### src/rtl/alu_op_issuer.sv
// Request FIFO and registered response stage in front of the combinational ALU.
// Illegal opcodes still reach the ALU; only the captured response is zeroed and flagged.
module alu_op_issuer #(
    parameter int WIDTH = 16,
    parameter int DEPTH = 4
) (
    input  logic                     clk,
    input  logic                     rst,
    input  logic                     in_valid,
    output logic                     in_ready,
    input  logic [WIDTH-1:0]         in_a,
    input  logic [WIDTH-1:0]         in_b,
    input  logic [3:0]               in_opcode,
    output logic [WIDTH-1:0]         alu_a,
    output logic [WIDTH-1:0]         alu_b,
    output logic [3:0]               alu_opcode,
    input  logic [WIDTH-1:0]         alu_result,
    output logic                     out_valid,
    input  logic                     out_ready,
    output logic [WIDTH-1:0]         out_result,
    output logic [3:0]               out_opcode,
    output logic                     out_err,
    output logic [$clog2(DEPTH):0]   count
);

    localparam int PW = $clog2(DEPTH);
    localparam int CW = PW + 1;
    localparam logic [CW-1:0] FULL = CW'(DEPTH);
    localparam logic [PW-1:0] PTR_ONE = PW'(1);

    localparam logic [3:0] OP_ADD = 4'd0;
    localparam logic [3:0] OP_SUB = 4'd1;
    localparam logic [3:0] OP_GT  = 4'd2;
    localparam logic [3:0] OP_LE  = 4'd4;

    logic [WIDTH-1:0] mem_a  [DEPTH];
    logic [WIDTH-1:0] mem_b  [DEPTH];
    logic [3:0]       mem_op [DEPTH];

    logic [PW-1:0] wr_ptr;
    logic [PW-1:0] rd_ptr;
    logic [CW-1:0] occ;

    logic push;
    logic issue;
    logic empty;
    logic head_legal;

    assign empty    = (occ == '0);
    assign in_ready = (occ < FULL);
    assign push     = in_valid && in_ready;
    assign issue    = !empty && (!out_valid || out_ready);
    assign count    = occ;

    // Head is presented unmodified, zeroed only when nothing is queued.
    always_comb begin
        alu_a      = '0;
        alu_b      = '0;
        alu_opcode = '0;
        if (!empty) begin
            alu_a      = mem_a[rd_ptr];
            alu_b      = mem_b[rd_ptr];
            alu_opcode = mem_op[rd_ptr];
        end
    end

    always_comb begin
        head_legal = 1'b0;
        case (alu_opcode)
            OP_ADD:  head_legal = 1'b1;
            OP_SUB:  head_legal = 1'b1;
            OP_GT:   head_legal = 1'b1;
            OP_LE:   head_legal = 1'b1;
            default: head_legal = 1'b0;
        endcase
    end

    // Storage carries no reset; occupancy alone decides what is valid.
    always_ff @(posedge clk) begin
        if (push) begin
            mem_a[wr_ptr]  <= in_a;
            mem_b[wr_ptr]  <= in_b;
            mem_op[wr_ptr] <= in_opcode;
        end
    end

    always_ff @(posedge clk) begin
        if (rst) begin
            wr_ptr <= '0;
            rd_ptr <= '0;
            occ    <= '0;
        end else begin
            if (push) begin
                wr_ptr <= wr_ptr + PTR_ONE;
            end
            if (issue) begin
                rd_ptr <= rd_ptr + PTR_ONE;
            end
            case ({push, issue})
                2'b10:   occ <= occ + 1'b1;
                2'b01:   occ <= occ - 1'b1;
                default: occ <= occ;
            endcase
        end
    end

    always_ff @(posedge clk) begin
        if (rst) begin
            out_valid  <= 1'b0;
            out_result <= '0;
            out_opcode <= '0;
            out_err    <= 1'b0;
        end else if (issue) begin
            out_valid  <= 1'b1;
            out_result <= head_legal ? alu_result : '0;
            out_opcode <= alu_opcode;
            out_err    <= !head_legal;
        end else if (out_valid && out_ready) begin
            out_valid <= 1'b0;
        end
    end

endmodule
### config.mk
export PLATFORM = sky130hd
export DESIGN_NAME = alu_op_issuer
export DESIGN_NICKNAME = d
export VERILOG_FILES = /design/src/rtl/alu_op_issuer.sv
export SDC_FILE = /design/constraint.sdc
export NUM_CORES = 1
export LEC_CHECK = 0
export ABC_AREA = 1
export CAP_MARGIN = 5
export CORE_MARGIN = 3
export CORE_UTILIZATION = 45
export DETAILED_ROUTE_END_ITERATION = 10
export GPL_ROUTABILITY_DRIVEN = 1
export PLACE_DENSITY = 0.7
export SLEW_MARGIN = 30
export SYNTH_ARGS = -nofsm -noshare
export SYNTH_HDL_FRONTEND = slang
export SYNTH_SLANG_ARGS = --single-unit
### constraint.sdc
create_clock -name clk -period 6.4 [get_ports clk]
set_input_delay 1.6 -clock clk [delete_from_list [all_inputs] [get_ports clk]]
set_output_delay 1.6 -clock clk [all_outputs]
set_load 0.01 [all_outputs]
# After elaboration in Yosys (flattened, before gate mapping)
# Memories as Yosys holds them, arrays and structs flattened. A register that Yosys moved wholly into a read port is not among the register bits.
# Cells that the tools add are included.
[totals]
regBits = 29
ramBits = 144
input_bits = 56
out_inout_bits = 62
elab_cells = 48
n_memories = 3
[op_classes]
addsub = 4
magnitude_cmp = 1
eq_ne = 5
muxes = 16
reduce_logical = 12
[mem_list]
columns = ["memory", "words", "width", "read_ports", "rd_clocked_by_memory_dff", "write_ports", "line", "rtl"]
rows = [
  ["mem_a", 4, 16, 1, 1, 1, "36", "logic [WIDTH-1:0] mem_a [DEPTH];"],
  ["mem_b", 4, 16, 1, 1, 1, "37", "logic [WIDTH-1:0] mem_b [DEPTH];"],
  ["mem_op", 4, 4, 1, 1, 1, "38", "logic [3:0] mem_op [DEPTH];"],
]
[ops]
columns = ["operator", "count"]
rows = [
  ["two-way mux 16 bit", 3],
  ["two-way mux 2 bit", 6],
  ["case mux 3 bit (2 select lines)", 1],
  ["two-way mux 1 bit", 5],
  ["adder 2 x 1 -> 2 bit, second input constant", 2],
  ["equality test 4 x 1 -> 1 bit, second input constant", 1],
  ["equality test 4 x 2 -> 1 bit, second input constant", 1],
  ["equality test 4 x 3 -> 1 bit, second input constant", 1],
  ["zero test 4 bit", 1],
  ["two-way mux 4 bit", 1],
  ["nonzero test 2 bit", 2],
  ["OR reduction 4 bit", 1],
  ["adder 3 x 1 -> 3 bit, second input constant", 1],
  ["logical AND 1 bit", 3],
  ["zero test 1 bit", 3],
  ["zero test 3 bit", 1],
  ["< comparator 3 bit, second input constant", 1],
  ["subtractor 3 x 1 -> 3 bit, second input constant", 1],
  ["equality test 2 x 1 -> 1 bit, second input constant", 1],
  ["equality test 2 bit, second input constant", 1],
  ["logical OR 1 bit", 1],
]

# Longest topological paths before layout
[logic_depth]
depth_word = 6
mapped_depth = 13
depth_no_buf = 11

# Least setup slack after synthesis
# No wires, ideal clock.
[synth_path]
path_kind = "input port to flip-flop"
startpoint = "input in_valid"
endpoint = "memory mem_a[0][0], enable pin"
setup_time_ns = 0.429
arrival_ns = 3.296
required_ns = 5.971
setup_slack_ns = 2.675
path_stages = 2
path_buffers = 0
path_cell_list = "nand2_1 -> nor2_1"
[synth_via]
elab_chain_cells = 3
[synth_lines]
columns = ["item", "line", "rtl"]
rows = [
  ["from (decl)", "9", "input logic in_valid,"],
  ["logical AND 1 bit", "51", "assign push = in_valid && in_ready;"],
  ["two-way mux 1 bit", "80", "if (push) begin"],
  ["two-way mux 1 bit (not written as such)", "81", "mem_a[wr_ptr] <= in_a;"],
  ["to (decl)", "36", ""],
]
# Every way passes these cells.

==> summary by stage <==
Yosys
The synthesized area is 6820 um^2. The synthesized design contains 175 register bits. A synthesized cell averages 11.8 um^2. Yosys printed 0 warnings.

The net count after synthesis is 639. The share of the Yosys chip area taken by registers is 72.5%. In the post-synthesis netlist, the biggest area contributors are sky130_fd_sc_hd__edfxtp_1, sky130_fd_sc_hd__dfxtp_1, sky130_fd_sc_hd__nor2_1. Summed over all instances, the cell type with the most area after synthesis is sky130_fd_sc_hd__edfxtp_1. Synthesis produced a netlist whose cell count is 577. Yosys mapped the design onto 18 distinct sky130hd cell types. The share of the synthesized area in the top cell type is 63.4%.

Power and ir drop
The cell area power density is 453 nW/um^2. Power comes to 4030 uW. IR analysis of the VDD net gives a maximum drop of 0.000275 V. Summed over all cells, the static leakage comes to 0.00315 uW.

Layout
The final non-filler cell area is 8890 um^2. The net count of the finished layout is 755. The ratio of cells with drive above 1 in the final layout is 6.67%. Relative to the synthesized area, the layout overhead comes to 30.3%.

Place
The count of input and output buffers is 117. The detailed placer's ending HPWL is 8960 um. Routability-driven placement finished with a final weighted congestion of 0.732. The cell area reported after detailed placement is 8270 um^2.

Floorplanning
The core region is 14700 um^2. The horizontal extent of the die is 129 um. Measured along the y axis, the die boundary spans 129 um.

The floorplan step defined a die boundary enclosing 16700 um^2. The number of top-level pins is 118. For this configuration, the core starts out at a cell density of 46.4%. The number of rows created at floorplan is 44.

Route
The highest metal layer carrying signal wires in the routed design is met4. The post-route met1 wirelength is 6070 um. The pre-antenna-repair detailed-routing pass consisted of 5 iterations. The met2 wirelength from detailed routing is 7740 um. The final layout contains routed wiring with a total length of 14900 um. In the routed design, unresolved DRC markers number 0. The number of design-rule violations left by the first detailed-router iteration is 380. The number of antenna-violating nets in the routed design is 0. The post-detailed-route wirelength per cell is 16.7 um. The via-per-instance ratio is 5.14. The overall via count from detail_route is 4572. Detailed routing placed a total of 741 um of wire on met3.

Clock tree
The TritonCTS clock tree is done. The clock passes through at most 2 buffers. Gates resized during post-CTS repair numbered 0. The H-tree generated during clock tree synthesis spans 4 levels. In this run, post-CTS hold repair placed 0 buffers. The post-CTS setup buffer count is 0. The cell sitting at the root of the clock tree is a sky130_fd_sc_hd__clkbuf_16.

Clock-pin slew was measured on the worst setup and hold paths at 0.06 ns. In this run, CTS created clock tree buffers numbering 17. The clock sink total is 175.

The clock latency of the later-clocked register in the worst-skew pair is 0.42 ns.

Timing
The worst-case hold slack is 0.472 ns. The post-route clock skew is 0.00611 ns. The final cycle utilization of the critical path is 74.0%. The final hold violation count is 0. For the pin with the worst max-slew slack, the measured transition is 0.838 ns.

The post-route setup TNS is 0 ns. The final-report max-slew violation count came to 0. The upper clock frequency limit is 211 MHz. The number of setup violations in the final report is 0. Measured against its own limit, the worst slew margin works out to 44.1%. Setup repair after global routing left no endpoint under its margin. The final critical-path required period is 4.73 ns.

Worst setup path
The worst setup path is captured at a primary output. On the critical path the largest part of the delay comes from buffers and inverters. The slowest cell on the critical path is sky130_fd_sc_hd__dfxtp_2. The required time at the worst-slack endpoint is 4.80 ns. The critical path arrival is 3.13 ns. The critical path goes through inv_1 -> buf_4 -> nor2_1 -> o21ai_0 -> a21oi_1 -> clkdlybuf4s50_1. The peak per-stage delay on the critical path is 0.88 ns.

In this run the worst path has a maximum fanout of 39. The critical path buffer and inverter count is 3. The category of the worst setup path launch point is a flip-flop.

The critical setup path kind is flip-flop to primary output.

Global routing
The number of global-route vias before repair came to 4517. The wire length of the first global-routing pass is 23400 um. The remaining global-route overflow is 0. Global routing consumed, over all layers together, 18.3% of the routing resources.

The initial antenna violation count was 1. Entering global routing, the biggest net connects 74 pins.

Status
The run finished with clean final reports.

Flow run
Across the run, the number of max-cap violations was 0.

Hold path
The min-delay analysis places its worst path in the category flip-flop to flip-flop. The startpoint of the most critical hold path is out_opcode[3].
-- per-stage QoR --
stage	utilization, %	std cells	setup WS (ns)
final	60.5	890	1.67
after global routing	60.5	890	1.42
after CTS	60.4	888	1.59
after detailed placement	56.3	857	2.08
after global placement	55.5	853	2.10
after floorplan	-	577	2.67
-- path summary, 6_finish.rpt --
check | slack, ns | end | cells past startpoint
max reg2reg | 4.00 | out_result[6] | 9
min reg2reg | 0.47 | out_opcode[3] | 2
max | 1.67 | alu_b[11] | 6
min | 0.47 | out_opcode[3] | 2
-- placed cells by master (no fill, tap or decap), types with 2 or more instances in the layout --
cell type	instances
sky130_fd_sc_hd__a21oi_1	46
sky130_fd_sc_hd__buf_16	4
sky130_fd_sc_hd__buf_4	6
sky130_fd_sc_hd__bufinv_16	4
sky130_fd_sc_hd__clkbuf_16	17
sky130_fd_sc_hd__clkdlybuf4s50_1	117
sky130_fd_sc_hd__clkinv_1	4
sky130_fd_sc_hd__clkinvlp_4	3
sky130_fd_sc_hd__dfxtp_1	29
sky130_fd_sc_hd__dfxtp_2	2
sky130_fd_sc_hd__edfxtp_1	144
sky130_fd_sc_hd__ha_1	5
sky130_fd_sc_hd__inv_1	21
sky130_fd_sc_hd__mux2i_1	16
sky130_fd_sc_hd__nand2_1	38
sky130_fd_sc_hd__nand3_1	12
sky130_fd_sc_hd__nor2_1	149
sky130_fd_sc_hd__nor2_4	4
sky130_fd_sc_hd__o21ai_0	75
-- state kept, by name, indices dropped and copies added, names as in the netlist, named ones only --
register    count
out_opcode      4
mem_op         16
out_result     16
wr_ptr          2
out_err         1
out_valid       1
mem_a          64
rd_ptr          2
count           3
mem_b          64
-- per-layer routing --
layer / vias to the layer above / global-route usage [%]
met2: 121 / 31.9
li1: 2227 / -
met1: 2205 / 22.1
met4: 0 / 7.91
met3: 19 / 3.67
met5: - / 0
-- cells in the mapped netlist --
cell                       count
sky130_fd_sc_hd__dfxtp_1      31
sky130_fd_sc_hd__nand2_1      38
sky130_fd_sc_hd__nand2_2       1
sky130_fd_sc_hd__fa_1          1
sky130_fd_sc_hd__mux2i_1      16
sky130_fd_sc_hd__inv_2         1
sky130_fd_sc_hd__nor2_1      154
sky130_fd_sc_hd__ha_1          5
sky130_fd_sc_hd__nor3_4        1
sky130_fd_sc_hd__buf_2        12
sky130_fd_sc_hd__buf_1         6
sky130_fd_sc_hd__nand3_1      12
sky130_fd_sc_hd__edfxtp_1    144
sky130_fd_sc_hd__buf_4         3
sky130_fd_sc_hd__o21ai_0      75
sky130_fd_sc_hd__a21oi_1      46
sky130_fd_sc_hd__inv_1        21
sky130_fd_sc_hd__clkbuf_1     10
-- layout make-up --
type                            count  area [um^2]
Antenna cell                        1         2.50
Clock buffer                       18          429
Clock inverter                     13          171
Fill cell                        1133         5810
Inverter                           22         85.1
Multi-Input combinational cell    349         1680
Sequential cell                   175         4950
Tap cell                          184          230
Timing Repair Buffer              128         1340
-- worst min-delay path, cell delays in order (launching register included) --
cell                      delay, ns
sky130_fd_sc_hd__dfxtp_1       0.31
sky130_fd_sc_hd__nand2_1       0.06
sky130_fd_sc_hd__a21oi_1       0.06
-- cells by family after synthesis --
logic type,after synthesis,synth area share (%)
and+or+nand+nor,206,11.8
DFF,175,72.5
AOI/OAI and AO/OA,121,8.88
buffers and inverters,53,3.30
muxes,16,2.35
adders and majority gates,6,1.21
-- where the power goes --
group / switching (uW) / leakage (uW) / total, uW / internal, uW
combinational: 822 / 0.00129 / 1470 / 651
sequential: 88.7 / 0.00157 / 1510 / 1420
clock: 403 / 0.000282 / 1050 / 645
Power figures use the tool's default switching activity.
